==> config.mk <==
export PLATFORM = sky130hd
export DESIGN_NAME = button_conditioner
export DESIGN_NICKNAME = d
export VERILOG_FILES = /design/src/rtl/button_conditioner.sv
export SDC_FILE = /design/constraint.sdc
export NUM_CORES = 1
export LEC_CHECK = 0
export ABC_AREA = 1
export CAP_MARGIN = 0
export CORE_MARGIN = 3
export CORE_UTILIZATION = 50
export DETAILED_ROUTE_END_ITERATION = 16
export HOLD_SLACK_MARGIN = 0.05
export MAX_ROUTING_LAYER = met4
export PLACE_DENSITY_LB_ADDON = 0.3
export SETUP_SLACK_MARGIN = 0.2
export SYNTH_ARGS = -nofsm -noshare
export SYNTH_HDL_FRONTEND = slang
export SYNTH_SLANG_ARGS = --single-unit
==> constraint.sdc <==
create_clock -name Clk -period 2.25 [get_ports Clk]
set_input_delay 0.5625 -clock Clk [delete_from_list [all_inputs] [get_ports Clk]]
set_output_delay 0.5625 -clock Clk [all_outputs]
set_load 0.1 [all_outputs]
==> src/rtl/button_conditioner.sv <==
// -----------------------------------------------------------------------------
// button_conditioner
//
// Cleans up raw active-low push buttons for the SLC-3 board top. Every
// channel is independent and identical:
//   1. two-flop synchronizer (resets to "released")
//   2. debounce FSM: a new level is accepted only after DEBOUNCE_CYCLES
//      consecutive synchronized samples at that level
//   3. registered one-cycle press / release pulses, issued in the same
//      cycle that the debounced level changes
//
// Optional feature, compile-time macro AUTO_REPEAT_EN:
//   While a button stays accepted-down, extra press pulses are produced
//   REPEAT_DELAY cycles after the accepting press and then every
//   REPEAT_PERIOD cycles. Without the macro there is exactly one press
//   pulse per accepted press and the REPEAT_* parameters are ignored.
//
// Parameters
//   WIDTH           number of button channels
//   DEBOUNCE_CYCLES stable synced samples needed to accept a level (>= 1)
//   REPEAT_DELAY    hold cycles before the first auto-repeat pulse
//   REPEAT_PERIOD   cycles between later auto-repeat pulses (>= 1)
//
// Ports
//   Clk           in   1      system clock, rising edge
//   Reset         in   1      synchronous, active-high
//   btn_n         in   WIDTH  raw asynchronous buttons, 0 = pressed
//   level_ah      out  WIDTH  debounced level, 1 = pressed
//   press_pulse   out  WIDTH  one-cycle pulse on accepted press / repeat
//   release_pulse out  WIDTH  one-cycle pulse on accepted release
//
// Handshake: none. Outputs are plain registered levels/pulses; consumers
// sample them on the same Clk and must not assume any backpressure.
// -----------------------------------------------------------------------------
module button_conditioner #(
   parameter int WIDTH           = 2,
   parameter int DEBOUNCE_CYCLES = 500000,
   parameter int REPEAT_DELAY    = 25000000,
   parameter int REPEAT_PERIOD   = 5000000
) (
   input  logic             Clk,
   input  logic             Reset,
   input  logic [WIDTH-1:0] btn_n,
   output logic [WIDTH-1:0] level_ah,
   output logic [WIDTH-1:0] press_pulse,
   output logic [WIDTH-1:0] release_pulse
);

   // ---------------------------------------------------------------------------
   // Types and constants
   // ---------------------------------------------------------------------------
   typedef enum logic [1:0] {
      ST_UP      = 2'd0,
      ST_WAIT_DN = 2'd1,
      ST_DOWN    = 2'd2,
      ST_WAIT_UP = 2'd3
   } state_e;

   localparam int CNT_W = $clog2(DEBOUNCE_CYCLES + 1);

   // Accept threshold. Using >= instead of == lets DEBOUNCE_CYCLES==1 accept
   // on the first WAIT_* cycle even though that state is entered with cnt=1.
   localparam logic [CNT_W-1:0] CNT_LAST = CNT_W'(DEBOUNCE_CYCLES - 1);
   localparam logic [CNT_W-1:0] CNT_ONE  = CNT_W'(1);

   // ---------------------------------------------------------------------------
   // Synchronizer
   // ---------------------------------------------------------------------------
   logic [WIDTH-1:0] sync1_q, sync1_d;
   logic [WIDTH-1:0] sync2_q, sync2_d;
   logic [WIDTH-1:0] samp;               // synchronized, active-high

   assign sync1_d = btn_n;
   assign sync2_d = sync1_q;
   assign samp    = ~sync2_q;

   // ---------------------------------------------------------------------------
   // Per-channel debounce state
   // ---------------------------------------------------------------------------
   state_e           state_q [WIDTH];
   state_e           state_d [WIDTH];
   logic [CNT_W-1:0] cnt_q   [WIDTH];
   logic [CNT_W-1:0] cnt_d   [WIDTH];
   logic [WIDTH-1:0] level_q, level_d;
   logic [WIDTH-1:0] press_q, press_d;
   logic [WIDTH-1:0] release_q, release_d;

`ifdef AUTO_REPEAT_EN
   // Hold counter runs only in DOWN. It climbs to REPEAT_DELAY (first
   // repeat) and then cycles between REPEAT_DELAY and
   // REPEAT_DELAY+REPEAT_PERIOD, so it never needs more than HOLD_W bits.
   localparam int HOLD_W = $clog2(REPEAT_DELAY + REPEAT_PERIOD + 1);
   localparam logic [HOLD_W-1:0] HOLD_FIRST = HOLD_W'(REPEAT_DELAY);
   localparam logic [HOLD_W-1:0] HOLD_WRAP  = HOLD_W'(REPEAT_DELAY + REPEAT_PERIOD);
   localparam logic [HOLD_W-1:0] HOLD_ONE   = HOLD_W'(1);

   logic [HOLD_W-1:0] hold_q [WIDTH];
   logic [HOLD_W-1:0] hold_d [WIDTH];
`else
   // REPEAT_* are intentionally unused in this build.
   logic unused_repeat_cfg;
   assign unused_repeat_cfg = ^{REPEAT_DELAY[0], REPEAT_PERIOD[0]};
`endif

   // ---------------------------------------------------------------------------
   // Next-state / output logic
   // ---------------------------------------------------------------------------
   always_comb begin
      level_d   = level_q;
      press_d   = '0;
      release_d = '0;
      for (int i = 0; i < WIDTH; i++) begin
         state_d[i] = state_q[i];
         cnt_d[i]   = cnt_q[i];
`ifdef AUTO_REPEAT_EN
         hold_d[i]  = '0;           // cleared everywhere except while held DOWN
`endif
         case (state_q[i])
            ST_UP: begin
               if (samp[i]) begin
                  state_d[i] = ST_WAIT_DN;
                  cnt_d[i]   = CNT_ONE;
               end
            end

            ST_WAIT_DN: begin
               if (!samp[i]) begin
                  // bounce: abandon the candidate press
                  state_d[i] = ST_UP;
                  cnt_d[i]   = '0;
               end else if (cnt_q[i] >= CNT_LAST) begin
                  state_d[i]  = ST_DOWN;
                  cnt_d[i]    = '0;
                  level_d[i]  = 1'b1;
                  press_d[i]  = 1'b1;
               end else begin
                  cnt_d[i] = cnt_q[i] + CNT_ONE;
               end
            end

            ST_DOWN: begin
               if (!samp[i]) begin
                  state_d[i] = ST_WAIT_UP;
                  cnt_d[i]   = CNT_ONE;
               end else begin
`ifdef AUTO_REPEAT_EN
                  if (hold_q[i] + HOLD_ONE == HOLD_WRAP) begin
                     hold_d[i]  = HOLD_FIRST;
                     press_d[i] = 1'b1;
                  end else if (hold_q[i] + HOLD_ONE == HOLD_FIRST) begin
                     hold_d[i]  = HOLD_FIRST;
                     press_d[i] = 1'b1;
                  end else begin
                     hold_d[i] = hold_q[i] + HOLD_ONE;
                  end
`endif
               end
            end

            ST_WAIT_UP: begin
               if (samp[i]) begin
                  // glitch while held: stay pressed, no release
                  state_d[i] = ST_DOWN;
                  cnt_d[i]   = '0;
               end else if (cnt_q[i] >= CNT_LAST) begin
                  state_d[i]   = ST_UP;
                  cnt_d[i]     = '0;
                  level_d[i]   = 1'b0;
                  release_d[i] = 1'b1;
               end else begin
                  cnt_d[i] = cnt_q[i] + CNT_ONE;
               end
            end

            default: begin
               state_d[i] = ST_UP;
               cnt_d[i]   = '0;
            end
         endcase
      end
   end

   // ---------------------------------------------------------------------------
   // Registers
   // ---------------------------------------------------------------------------
   always_ff @(posedge Clk) begin
      if (Reset) begin
         sync1_q   <= '1;
         sync2_q   <= '1;
         level_q   <= '0;
         press_q   <= '0;
         release_q <= '0;
         for (int i = 0; i < WIDTH; i++) begin
            state_q[i] <= ST_UP;
            cnt_q[i]   <= '0;
`ifdef AUTO_REPEAT_EN
            hold_q[i]  <= '0;
`endif
         end
      end else begin
         sync1_q   <= sync1_d;
         sync2_q   <= sync2_d;
         level_q   <= level_d;
         press_q   <= press_d;
         release_q <= release_d;
         for (int i = 0; i < WIDTH; i++) begin
            state_q[i] <= state_d[i];
            cnt_q[i]   <= cnt_d[i];
`ifdef AUTO_REPEAT_EN
            hold_q[i]  <= hold_d[i];
`endif
         end
      end
   end

   assign level_ah      = level_q;
   assign press_pulse   = press_q;
   assign release_pulse = release_q;

endmodule

---- After elaboration in Yosys (flattened, before gate mapping) ----
Memory sizes are Yosys's and may differ from the RTL's.
Cells that the tools add are included.
operators by class
  bitwise operators ....................... 11
  reductions and logical operators ........ 10
  order comparisons ....................... 2
  add/subtract/negate cells ............... 2
  equal/unequal tests ..................... 14
  mux-type cells .......................... 45
operator list
  cell                                                              count
  19-bit 2-to-1 mux                                                 12
  19-bit case mux with 4 select lines                               2
  19-bit by 1-bit adder with 19-bit output (second input constant)  2
  19-bit greater-or-equal comparator (second input constant)        2
  2-bit 2-to-1 mux                                                  14
  2-bit != test (second input constant)                             8
  2-bit case mux with 4 select lines                                2
  1-bit 2-to-1 mux                                                  13
  3-bit OR reduction                                                4
  5-bit AND reduction                                               2
  2-bit == test (second input constant)                             4
  1-bit NOT                                                         6
  2-bit by 1-bit == test with 1-bit output (second input constant)  2
  2-bit zero test                                                   2
  1-bit bitwise OR                                                  4
  1-bit case mux with 2 select lines                                2
  2-bit nonzero test                                                2
  2-bit NOT                                                         1
storage, ports and cells
  output and inout port bits .............. 6
  register bits after elaboration ......... 10
  logic and storage cells ................. 94
  input bits .............................. 4
  memories ................................ 2
  memory bits (writable) .................. 42
memory list
  memory   depth  width  read ports  clocked after memory_dff  write ports  RTL line  text
  cnt_q    2      19     2           0                         2            82        logic [CNT_W-1:0] cnt_q [WIDTH];
  state_q  2      2      2           0                         2            80        state_e state_q [WIDTH];

---- Depth between registers and ports, before layout ----
An unclocked memory read counts as a cell.
  word-level depth ........................ 6
  depth in mapped cells ................... 12
  depth with buffers taken out ............ 12

---- Worst setup path after synthesis ----
No wires, ideal clock.
  path type ............................... register -> register
  from .................................... memory state_q[0][2] (netlist bit)
  to ...................................... memory cnt_q[0][31] (netlist bit)
  data required time ...................... 2.133 ns
  stages on the path, launching flop included .. 9
  arrival ................................. 1.512 ns
  period minus slack after synthesis ...... 1.630 ns
  buffers on the path ..................... 1
  slack ................................... 0.620 ns
  library setup time ...................... 0.117 ns
  cells stage by stage .................... dfxtp_1 inv_1 ha_1 nand3_1 o21ai_1 clkbuf_1 nor2_1 o21ai_0 nor2_1
RTL lines
  what             RTL line
  start, declared  80
  end, declared    82

==> results by stage <==
Floorplanning:
- The number of rows created at floorplan is 27.
- The x dimension of the die is around 84 um.
- The die is between 80 and 90 um tall.
- The die covers 7060 um^2.
- The area of the core region is 5710 um^2.
- For this configuration, the core starts out at a cell density of 0.533.
- During I/O placement, the number of pins put on the boundary was 10.

Cells and area:
- The diode insertion count for antenna repair is 0.
- The fraction of layout instances using a drive strength above 1 is 0.151.
- In the final layout, the multi-input gates occupy roughly 1800 um^2.
- The area added between synthesis and finish is 8.75%.
- At the end of the flow, the number of nets in the layout was between 400 and 500.
- After filler insertion, the fill cell instance count of the layout stands at about 550.
- The area taken by flip-flops and latches is between 1000 and 1500 um^2.

Pwr:
- The total power density per cell area is about 650 nW/um^2.
- The maximum vdd drop is ~0.64 mV.
- Summed over all cells, the static leakage comes to approximately 0.0012 uW.
- Total power for the finished layout comes to approximately 2200 uW.

STA:
- Once routing completed, OpenROAD measured the worst setup slack at ~380 ps.
- The worst hold margin is 414 ps.
- Measured against its own limit, the worst slew margin works out to 0.717.
- Setup violations remaining at the end of the flow were counted as 0.
- The achievable clock frequency is approximately 0.54 GHz.
- Setup repair after global routing left no endpoint under its margin.
- On the final layout, the worst clock skew is 5.82 ps.
- The total count of hold-check failures in the final report was 0.
- The ratio of final minimum period to clock period is 0.831.
- In the final timing run, aggregate negative setup slack is 0 ps.
- The clock period minus final worst setup slack is about 1900 ps.
- The actual transition at the worst max-transition pin is between 400 and 500 ps.
- The final-report max-slew violation count is 0.

Placed design:
- The worst setup timing slack at the placement stage is approximately 430 ps.
- The detailed-placement wirelength estimate is between 4000 and 5000 um.
- Buffers placed on the I/O ports in this run total 9.
- The congestion estimate from routability-driven global placement came to about 0.88.

Clocking:
- After clock tree synthesis, the repair step resized 0 gates.
- In this run the number of H-tree levels came out at 2.
- The buffer levels on the longest clock path is 2.
- The cell sitting at the root of the clock tree is a sky130_fd_sc_hd__clkbuf_8.
- The number of buffers added for setup after CTS is 0.
- The CTS sink count is 52.
- For the worst-skew pair, the clock arrives at the later sink with an insertion delay of between 300 and 400 ps.
- The hold-fix buffer count after cts is 0.
- The clock slew at the register clock pins of the worst setup and hold paths is 100 ps.
- The number of buffers inserted during clock tree synthesis is 5.
- TritonCTS built the clock tree.

Yosys:
- In this run, synthesis inferred 0 flip-flops with an integrated enable.
- The main flop type after synthesis is sky130_fd_sc_hd__dfxtp_1.
- The post-synthesis cell type count is 34.
- In this run the cell area of the synthesized design comes to approximately 3000 um^2.
- For this run, the register share of the synthesized area comes to 0.342.
- By area the synthesized netlist is led by sky130_fd_sc_hd__dfxtp_1 (34%), sky130_fd_sc_hd__nand2_1 (14%), sky130_fd_sc_hd__nor2_1 (8.1%).
- The cell type with the highest aggregate area in the netlist is sky130_fd_sc_hd__dfxtp_1.
- The average instance in the mapped netlist occupies ~6.7 um^2.
- The proportion of synthesized flip-flops having asynchronous set or reset is 0.
- The number of nets produced by synthesis is approximately 460.
- The instance count of the mapped netlist is around 450.
- For this run, the number of Yosys warnings is 0.
- Counting flops and latches in the post-synthesis netlist gives 52.
- The share of synthesized area in the top cell type comes to 0.342.

Setup path:
- The sort of element at the end of the critical path is a register.
- The kind of cell with the highest combined delay along the critical path is simple AND/OR/NAND/NOR gates.
- The cell at the slowest stage of the critical path is sky130_fd_sc_hd__dfxtp_1.
- The data arrival time at the worst-slack endpoint is between 2000 and 2500 ps.
- The signal on the critical path passes through inv_1 -> ha_1 -> nand3_1 -> o21ai_1 -> nor2_1 -> inv_1 -> nor2_4 -> nand2_1 -> a21oi_1.
- In this run the number of cells on the critical path is 9.
- In this run the worst path has a maximum fanout of 5.
- The data required time at the worst endpoint is 2490 ps.
- For the worst flop-to-flop path, the logic depth is 9.
- The number of buffer and inverter stages on the critical path is 2.
- The delay of the slowest cell on the worst path is approximately 420 ps.
- The startpoint-to-endpoint class of the critical path is register to register.
- The cell that appears most often on the critical path is sky130_fd_sc_hd__inv_1.
- The worst setup path is launched from a register.

Worst hold path:
- The instance count along the most critical hold path is 1.
- In this run the worst hold path is classified as register to register.

Routing:
- The total iterations of the first detailed-routing run is 4.
- The via-per-instance ratio is 5.16.
- The total number of vias is roughly 2.8k.
- For this block, the routed nets add up to 6570 um of wire.
- The final routed DRC violation total is 0.
- The detail route stage leaves a number of antenna-violating nets equal to 0.
- The initial DRC count is roughly 170.
- In the final routed layout, each cell accounts on average for approximately 12 um.

Run status:
- The run finished with clean final reports.

Global route:
- The number of global-route vias before repair is between 2k and 3k.
- The largest net degree at the start of global routing is 30.
- Global routing finished with a remaining overflow of 0.
- The initial antenna violation count was 0.
- The first global-routing pass estimated between 10000 and 15000 um of wire.
- The combined global-route utilization of all metal layers is 0.201.

Job:
- The tool flagged a number of max-cap violations equal to 0.
## state kept, by name (all words and copies together) (netlist names), named ones only
register	flops
sync1_q	2
press_pulse	2
level_ah	2
state_q	2
cnt_q	38
release_pulse	2
sync2_q	2
## placed cells by master (no fill, tap or decap), drive strengths merged
cell | netlist | layout
nand3 | 35 | 35
xor2 | 7 | 7
clkinvlp | 0 | 1
or2 | 6 | 6
ha | 5 | 5
o31ai | 1 | 1
o21ai | 23 | 23
a21o | 1 | 1
nand3b | 1 | 1
nand4 | 9 | 9
nand2 | 124 | 124
dfxtp | 52 | 52
a31o | 1 | 1
nor2 | 75 | 75
nor3 | 14 | 14
a21oi | 35 | 35
clkdlybuf4s50 | 0 | 3
o21a | 1 | 1
o211a | 1 | 1
buf | 3 | 10
bufinv | 0 | 1
clkbuf | 6 | 5
clkinv | 1 | 2
inv | 52 | 52
## per-layer routing
| layer | vias to the layer above | global-route usage | part of all wire |
|---|---|---|---|
| met5 | - | - | 0 |
| met4 | 0 | 0.0892 | 0.026 |
| met3 | 22 | 0.0336 | 0.043 |
| met2 | 73 | 0.321 | 0.48 |
| met1 | 1205 | 0.249 | 0.45 |
| li1 | 1473 | - | - |
## power by group
part | internal, uW | switching (uW) | leakage [uW] | total, uW
clock | 330 | 330 | 0.0000541 | 660
combinational | 153 | 354 | 0.000723 | 506
sequential | 954 | 35.9 | 0.000421 | 990
total | 1440 | 719 | 0.00120 | 2160
## final cells by class
type / instances / area share
multi-input cells: 339 / 0.529
flip-flops and latches: 52 / 0.314
inverters: 53 / 0.0601
repair buffers: 13 / 0.0355
well taps: 72 / 0.0272
clock buffers: 5 / 0.0208
clock inverters: 3 / 0.0128
## worst paths after layout
check	slack (ps)	startpoint	end
max	380	state_q[0][2]	cnt_q[0][20]
max reg2reg	380	state_q[0][2]	cnt_q[0][20]
min	410	sync1_q[1]	sync2_q[1]
min reg2reg	410	sync1_q[1]	sync2_q[1]
## stage by stage
stage,cell area (um^2),util,cells
2_1_floorplan,3040,-,453
3_3_place_gp,3200,0.560,529
3_5_place_dp,3200,0.560,529
4_1_cts,3310,0.580,537
5_1_grt,3310,0.580,537
6_report,3310,0.580,537
## cell usage after synthesis, drive strengths merged (3+ instances only)
| master | n |
|---|---|
| nand2 | 124 |
| nor2 | 75 |
| dfxtp | 52 |
| inv | 52 |
| a21oi | 35 |
| nand3 | 35 |
| o21ai | 23 |
| nor3 | 14 |
| nand4 | 9 |
| xor2 | 7 |
| clkbuf | 6 |
| or2 | 6 |
| ha | 5 |
| buf | 3 |
## cells by family (layout without fill, tap and decap cells)
family | count (synthesis) | in the layout | synth area share
AND/OR/NAND/NOR | 264 | 264 | 0.410
XOR/XNOR | 7 | 7 | 0.0201
adder cells (fa/ha/maj) | 5 | 5 | 0.0206
AO/OA/AOI/OAI | 63 | 63 | 0.125
buffers and inverters | 62 | 74 | 0.0826
flip-flops | 52 | 52 | 0.342
Note: power is estimated with default switching activity, not from simulation.
